[src/rtl/srff_bank_ctrl.sv]
// ---------------------------------------------------------------------------
// srff_bank_ctrl
//   Sequencer and round-robin arbiter for a bank of N external SR flip-flops
//   that share clk with this block. Two requesters issue hold/set/reset/toggle
//   commands. The controller drives a registered one-hot s/r pulse for one
//   cycle and then checks the bank readback. After reset the whole bank is
//   cleared and the clear is checked before any command is accepted.
//
//   Ports
//     clk, rst            clock shared with the bank, synchronous active-high reset
//     reqX_valid/op/idx   command from requester X (op: 00 hold, 01 set,
//                         10 reset, 11 toggle)
//     reqX_ready          combinational accept, high only in IDLE for the grantee
//     q_in                q outputs of the bank
//     s_out, r_out        registered s/r inputs of the bank (never both high on a bit)
//     busy                high whenever the controller is not IDLE
//     done, done_id       one-cycle completion pulse and the requester it serves
//     err, clr_err        sticky readback error flag and its clear
// ---------------------------------------------------------------------------
module srff_bank_ctrl #(
    parameter int N     = 8,
    parameter int IDX_W = 3
) (
    input  logic             clk,
    input  logic             rst,
    input  logic             req0_valid,
    input  logic [1:0]       req0_op,
    input  logic [IDX_W-1:0] req0_idx,
    output logic             req0_ready,
    input  logic             req1_valid,
    input  logic [1:0]       req1_op,
    input  logic [IDX_W-1:0] req1_idx,
    output logic             req1_ready,
    input  logic [N-1:0]     q_in,
    output logic [N-1:0]     s_out,
    output logic [N-1:0]     r_out,
    output logic             busy,
    output logic             done,
    output logic             done_id,
    output logic             err,
    input  logic             clr_err
);

    typedef enum logic [2:0] {
        ST_INIT     = 3'd0,
        ST_INIT_CHK = 3'd1,
        ST_IDLE     = 3'd2,
        ST_DRIVE    = 3'd3,
        ST_CHECK    = 3'd4
    } state_t;

    localparam logic [IDX_W:0] N_LIM = (IDX_W+1)'(N);

    // Bit of vec selected by idx; an index beyond the bank reads as 0.
    function automatic logic bit_at(input logic [N-1:0] vec, input logic [IDX_W-1:0] idx);
        logic b;
        b = 1'b0;
        for (int i = 0; i < N; i++) begin
            if (idx == IDX_W'(i)) begin
                b = vec[i];
            end
        end
        return b;
    endfunction

    // One-hot mask for idx; an index beyond the bank yields no bit at all,
    // which is what suppresses the drive for out-of-range commands.
    function automatic logic [N-1:0] one_hot(input logic [IDX_W-1:0] idx);
        logic [N-1:0] m;
        m = {N{1'b0}};
        for (int i = 0; i < N; i++) begin
            if (idx == IDX_W'(i)) begin
                m[i] = 1'b1;
            end
        end
        return m;
    endfunction

    state_t           state_q, state_d;
    logic [N-1:0]     s_q, s_d, r_q, r_d;
    logic             done_q, done_d, done_id_q, done_id_d;
    logic             err_q, err_d, busy_q, busy_d;
    logic             last_grant_q, last_grant_d;
    logic [IDX_W-1:0] idx_q, idx_d;
    logic             id_q, id_d, exp_q, exp_d, oor_q, oor_d;

    logic             grant0_s, grant1_s, accept_s, in_range_s, q_sel_s, err_set_s;
    logic [1:0]       sel_op_s;
    logic [IDX_W-1:0] sel_idx_s;
    logic [N-1:0]     hot_s;

    // Round-robin arbitration: on contention the requester not served last wins.
    always_comb begin
        grant0_s   = req0_valid && (!req1_valid || last_grant_q);
        grant1_s   = req1_valid && (!req0_valid || !last_grant_q);
        req0_ready = (state_q == ST_IDLE) && grant0_s;
        req1_ready = (state_q == ST_IDLE) && grant1_s;
        accept_s   = req0_ready || req1_ready;
        sel_op_s   = grant1_s ? req1_op  : req0_op;
        sel_idx_s  = grant1_s ? req1_idx : req0_idx;
        in_range_s = ({1'b0, sel_idx_s} < N_LIM);
        q_sel_s    = bit_at(q_in, sel_idx_s);
        hot_s      = one_hot(sel_idx_s);
    end

    // Next state and next registered outputs; s/r are computed for the state
    // being entered so the pulse coincides with INIT/DRIVE.
    always_comb begin
        state_d      = state_q;
        s_d          = {N{1'b0}};
        r_d          = {N{1'b0}};
        done_d       = 1'b0;
        done_id_d    = 1'b0;
        idx_d        = idx_q;
        id_d         = id_q;
        exp_d        = exp_q;
        oor_d        = oor_q;
        last_grant_d = last_grant_q;
        err_set_s    = 1'b0;
        case (state_q)
            ST_INIT: begin
                // First INIT cycle after reset loads the clear pulse; the
                // second cycle carries it to the bank and moves on.
                if (r_q == {N{1'b1}}) begin
                    state_d = ST_INIT_CHK;
                    done_d  = 1'b1;
                end else begin
                    r_d = {N{1'b1}};
                end
            end
            ST_INIT_CHK: begin
                state_d   = ST_IDLE;
                err_set_s = (q_in != {N{1'b0}});
            end
            ST_IDLE: begin
                if (accept_s) begin
                    state_d      = ST_DRIVE;
                    idx_d        = sel_idx_s;
                    id_d         = grant1_s;
                    last_grant_d = grant1_s;
                    oor_d        = !in_range_s;
                    case (sel_op_s)
                        2'b01: begin
                            exp_d = 1'b1;
                            s_d   = hot_s;
                        end
                        2'b10: begin
                            exp_d = 1'b0;
                            r_d   = hot_s;
                        end
                        2'b11: begin
                            exp_d = ~q_sel_s;
                            if (q_sel_s) begin
                                r_d = hot_s;
                            end else begin
                                s_d = hot_s;
                            end
                        end
                        default: begin
                            exp_d = q_sel_s;
                        end
                    endcase
                end else begin
                    state_d = ST_IDLE;
                end
            end
            ST_DRIVE: begin
                state_d   = ST_CHECK;
                done_d    = 1'b1;
                done_id_d = id_q;
            end
            ST_CHECK: begin
                state_d   = ST_IDLE;
                err_set_s = oor_q || (bit_at(q_in, idx_q) != exp_q);
            end
            default: begin
                state_d = ST_INIT;
            end
        endcase
        busy_d = (state_d != ST_IDLE);
        // A new error outranks a simultaneous clear.
        if (err_set_s) begin
            err_d = 1'b1;
        end else if (clr_err) begin
            err_d = 1'b0;
        end else begin
            err_d = err_q;
        end
    end

    // State and output registers with synchronous reset.
    always_ff @(posedge clk) begin
        if (rst) begin
            state_q      <= ST_INIT;
            s_q          <= {N{1'b0}};
            r_q          <= {N{1'b0}};
            done_q       <= 1'b0;
            done_id_q    <= 1'b0;
            err_q        <= 1'b0;
            busy_q       <= 1'b1;
            last_grant_q <= 1'b1;
            idx_q        <= {IDX_W{1'b0}};
            id_q         <= 1'b0;
            exp_q        <= 1'b0;
            oor_q        <= 1'b0;
        end else begin
            state_q      <= state_d;
            s_q          <= s_d;
            r_q          <= r_d;
            done_q       <= done_d;
            done_id_q    <= done_id_d;
            err_q        <= err_d;
            busy_q       <= busy_d;
            last_grant_q <= last_grant_d;
            idx_q        <= idx_d;
            id_q         <= id_d;
            exp_q        <= exp_d;
            oor_q        <= oor_d;
        end
    end

    assign s_out   = s_q;
    assign r_out   = r_q;
    assign done    = done_q;
    assign done_id = done_id_q;
    assign err     = err_q;
    assign busy    = busy_q;

endmodule

[config.mk]
export PLATFORM = sky130hd
export DESIGN_NAME = srff_bank_ctrl
export DESIGN_NICKNAME = d
export VERILOG_FILES = /design/src/rtl/srff_bank_ctrl.sv
export SDC_FILE = /design/constraint.sdc
export NUM_CORES = 1
export LEC_CHECK = 0
export CAP_MARGIN = 25
export CORE_AREA = 10 10 58 78
export DETAILED_ROUTE_END_ITERATION = 16
export DIE_AREA = 0 0 68 88
export PLACE_DENSITY = 0.91
export SYNTH_ARGS = -nofsm -noshare
export SYNTH_HDL_FRONTEND = slang
export SYNTH_SLANG_ARGS = --single-unit
[constraint.sdc]
create_clock -name clk -period 4.1 [get_ports clk]
set_input_delay 0.41 -clock clk [delete_from_list [all_inputs] [get_ports clk]]
set_output_delay 0.41 -clock clk [all_outputs]
set_load 0.03 [all_outputs]
; After elaboration in Yosys (flattened, before gate mapping)
; Index checks and enable logic that the tools add are counted.
[op_classes]
add_sub_neg = 0
mul = 0
div = 0
n_lt_le_gt_ge = 0
n_eq_ne = 24
shifts = 0
n_mux = 43
bitwise_logic = 4
reduce_logical = 19
[ops]
columns = operator, count
row1 = 8-bit case mux with 2 select lines, 3
row2 = 8-bit 2-to-1 mux, 4
row3 = 1-bit 2-to-1 mux, 29
row4 = "3-bit == test, second input constant", 9
row5 = "3-bit by 2-bit == test with 1-bit output, second input constant", 6
row6 = 3-bit case mux with 4 select lines, 1
row7 = "3-bit by 1-bit == test with 1-bit output, second input constant", 3
row8 = 3-bit logical NOT, 3
row9 = "8-bit == test, second input constant", 1
row10 = 8-bit nonzero test, 1
row11 = 3-bit 2-to-1 mux, 2
row12 = "2-bit == test, second input constant", 2
row13 = 1-bit logical AND, 4
row14 = 1-bit inverter, 4
row15 = 1-bit case mux with 2 select lines, 2
row16 = 2-bit OR reduction, 2
row17 = 1-bit logical NOT, 3
row18 = 1-bit logical OR, 3
row19 = "3-bit by 2-bit inequality test with 1-bit output, second input constant", 1
row20 = 1-bit case mux with 3 select lines, 1
row21 = 3-bit OR reduction, 1
row22 = "2-bit by 1-bit == test with 1-bit output, second input constant", 1
row23 = 2-bit 2-to-1 mux, 1
row24 = 2-bit AND reduction, 1
row25 = other kinds (2), 2
[totals]
reg_bits = 29
latch_bits = 0
ramBits = 0
rom_bits = 0
output_inout_bits = 22
elab_cells = 101
mem_count = 0

; Longest topological paths before layout
[depth]
word_depth = 17
mapped_depth = 7
ltp_nobuf = 6

; Least setup slack after synthesis
; OpenSTA, ideal clock, no wires.
[synth_path]
kind = in2reg
start = input port req1_idx[0]
end = register r_q[6], in the netlist r_out[6]
setup_ns = 0.143
arrival_time_ns = 1.868
required_ns = 3.957
path_slack_ns = 2.088
stages = 7
path_buffers = 1
path_cell_list = clkbuf_1 -> nand2b_1 -> a21oi_1 -> o32ai_1 -> a21oi_1 -> nor3_1 -> o31ai_1
[synth_between]
elab_chain_cells = 14
elab_cells_between_ends = 22
cone_classes = eq/ne (7) / mux (14) / reduce/logical (1)
[synth_rtl]
columns = item, line
row1 = from (decl), 32  ; input logic [IDX_W-1:0] req1_idx,
row2 = 3-bit 2-to-1 mux (*), 100  ; sel_idx_s = grant1_s ? req1_idx : req0_idx;
row3 = 3-bit logical NOT, 59  ; if (idx == IDX_W'(i)) begin
row4 = 1-bit 2-to-1 mux (8 in series), 59
row5 = 8-bit 2-to-1 mux, 153  ; if (q_sel_s) begin
row6 = 8-bit case mux with 2 select lines (*), 142  ; case (sel_op_s)
row7 = 8-bit 2-to-1 mux (*), 136  ; if (accept_s) begin
row8 = 8-bit case mux with 2 select lines (*), 120  ; case (state_q)
row9 = to (signal assigned), 196  ; r_q <= {N{1'b0}};
row10 = to (signal assigned), 209  ; r_q <= r_d;
row11 = to (decl), 80  ; logic [N-1:0] s_q, s_d, r_q, r_d;
; Every way passes the cells marked *; elsewhere a longest branch is shown, timed or not.
; A chain may end at the register's enable or synchronous reset.

; Final worst setup path
[layout_path]
start = input port req1_valid
end = output port req1_ready
[layout_between]
elab_chain_cells = 2
[layout_rtl]
columns = item, line
row1 = from (decl), 30  ; input logic req1_valid,
row2 = 1-bit logical AND, 95  ; grant1_s = req1_valid && (!req0_valid || !last_grant_q);
row3 = 1-bit logical AND, 97  ; req1_ready = (state_q == ST_IDLE) && grant1_s;
row4 = to (decl), 33  ; output logic req1_ready,
; Every way passes these cells.

==> summary.txt <==
STA
  • Worst slew pin tran: 759 ps
  • Max Slew Vio Count: 0
  • Slew margin rel.: 0.490
  • FMAX: 366 MHz
  • Clock Skew: 4.92 ps
  • Fin crit period: 2730 ps
  • Setup TNS: 0 ps
  • Final Hold Vio Count: 0
  • RSZ-0062 raised after global routing: no
  • Crit share post-route: 0.667
  • Setup-failing EPs final: 0

Global routing
  • Largest net degree at the start of global routing: 15
  • Initial antenna violation count: 0
  • GRT Residual Overflow: 0
  • First-pass GRT wire length: 6330 µm
  • GRT Util Overall: 0.136
  • Via count of the first global-routing pass: 1,430

Yosys
  • Syn Area/Cell: 8.73 µm²
  • Synth Register Bits: 29
  • Synth area leader: dfxtp_1
  • Ys flop type: dfxtp_1
  • Syn_nets: 193
  • Mapped Cells: 170
  • Top cell type's share of synthesized area: 0.391
  • Mapped Area: 1480 µm²
  • Post-synth cell types: 40
  • Ys Warns: 0
  • Ys async rst share: 0
  • Post-synth EDFFs: 0
  • Largest cells by area after synthesis: dfxtp_1 39%, nand2_1 7.3%, mux2i_1 6.7%
  • Seq/Total Area, Yosys: 0.391

Detailed routing
  • Post-DR wirelength/cell: 15.5 µm
  • Vias/cell: 5.63
  • Vias post-DR: 1,425
  • Drt total wl: 3920 µm
  • Routed Antenna Nets: 0
  • Drt drc: 0
  • Iter 0 DRT Violations: 50
  • First-pass DRT Iterations: 4

Critical path
  • Critical Path RT: 3690 ps
  • Setup crit start kind: input pin
  • Crit path capture type: output port
  • CP arrival: 2320 ps
  • Slowest CP cell: clkdlybuf4s50_1
  • Worst path max stage delay: 660 ps
  • Max FO, Critical Path: 7
  • Critical path's most frequent cell: clkdlybuf4s50_1
  • Critical path buffer and inverter count: 2
  • Worst path top cell family by delay: buffers and inverters
  • CP Class: in2out
  • CP Cell Sequence: clkdlybuf4s50_1 > a21boi_1 > and2_2 > clkdlybuf4s50_1

Die
  • Die height: 88 µm
  • Core Area: 3120 µm²
  • DIE AREA: 5980 µm²
  • Die X: 68 µm
  • IO Count: 45
  • Rows: 24
  • Starting Density: 0.475

Place
  • Placer congestion estimate: 0.973
  • Detailed Place HPWL: 3150 µm
  • Port-buffer cells: 44

Clocking
  • Total CTS buffers: 5
  • H-tree levels: 2
  • Hold-fix buffers, CTS: 0
  • Clk buf depth: 2
  • CTS tree: done
  • Clock insertion delay at the later pin of the skew report: 280 ps
  • Clk sink count: 29
  • Post-cts sizing count: 0
  • Clk slew on worst S/H paths: 60 ps
  • Root buf cell: clkbuf_8
  • Post-CTS setup buffer count: 0

Final layout
  • Antenna diode count: 0
  • Layout cells sized above 1: 0.0794
  • Commonest cells after routing, fill and taps aside: 44 x clkdlybuf4s50_1, 29 x nand2_1, 29 x dfxtp_1
  • Fin nets: 236
  • Commonest non-fill, non-tap cell in the layout: clkdlybuf4s50_1
  • P&R area growth vs syn: 38.1%

Pwr
  • PwrDens: 345 nW/µm²
  • Total power: 706 µW
  • VDD IR-drop max: 0.407 mV
  • Leakage dissipation: 0.000745 µW

Min path
  • HP Class: reg2reg

Flow run
  • Max-cap violation count: 0

Outcome
  • Status: finished clean
-- per-stage QoR --
step	hold slack (ps)	instances	area, µm²	util	setup WS [ps]
2_1_floorplan	423	170	1480	-	2090
3_3_place_gp	453	245	1930	0.619	1300
3_5_place_dp	456	245	1930	0.619	1220
4_1_cts	468	253	2050	0.656	1390
5_1_grt	506	253	2050	0.656	1210
6_report	463	253	2050	0.656	1370
-- tightest hold or removal path, cell delays in order (launching register included) --
cell and delay (ps):
dfxtp_1 300, inv_1 70, nor4_1 50
-- worst paths after layout --
check                                  from             endpoint  slack, ps  cells after the start
setup / recovery                 req1_valid           req1_ready       1370                      4
hold / removal            id_q$_SDFFE_PP0P_   done_id$_SDFF_PP0_        460                      2
setup reg to reg  last_grant_q$_SDFFE_PP1P_  r_out[6]$_SDFF_PP0_       1770                      6
hold reg to reg           id_q$_SDFFE_PP0P_   done_id$_SDFF_PP0_        460                      2
-- cell usage after synthesis (2+ instances only) --
master and count:
dfxtp_1 29, nand2_1 29, nor2_1 13, nor3_1 11
mux2i_1 10, o31ai_1 9, clkbuf_1 7, a21oi_1 6
nand2b_1 4, a31oi_1 3, inv_1 3, nand3_1 3
nor4_1 3, o211ai_1 3, o21a_1 3, o21ai_0 3
a311oi_1 2, mux2_2 2, mux4_2 2, nand3b_1 2
nand4_1 2, or3_1 2, xnor2_1 2
-- report_power, final --
part / internal [µW] / switching [µW] / total, µW
logic: 50.9 / 61.1 / 112
clock network: 198 / 107 / 304
registers: 287 / 2.77 / 290
total: 536 / 171 / 706
-- cell type report --
cell class,count,area (µm²)
tap,39,48.8
sequential,29,581
clock inverter,1,30.0
fill,266,1070
multi-input combinational,130,852
inverter,3,11.3
clock buffer,7,86.3
timing repair buffer,44,440
-- layer usage --
layer  GRT usage  up-vias  wire [µm]
met5           0        -          0
met4      0.0826        0        115
met3      0.0448       12        360
met2       0.233       56       1930
met1       0.135      650       1520
li1            -      707          -
-- flip-flops by register name (all words and copies together) (netlist names), 3 cells and up --
signal   flops
s_out        8
state_q      3
idx_q        3
r_out        8
-- cell families (layout without fill, tap and decap cells) --
| group | Yosys count | in the layout | share of synthesized area |
|---|---|---|---|
| flops | 29 | 29 | 0.391 |
| compound gates | 39 | 39 | 0.201 |
| xor+xnor | 2 | 2 | 0.0118 |
| buf+inv | 11 | 55 | 0.0346 |
| mux | 15 | 15 | 0.123 |
| simple gates | 74 | 74 | 0.239 |
Note: power is estimated with default switching activity, not from simulation.
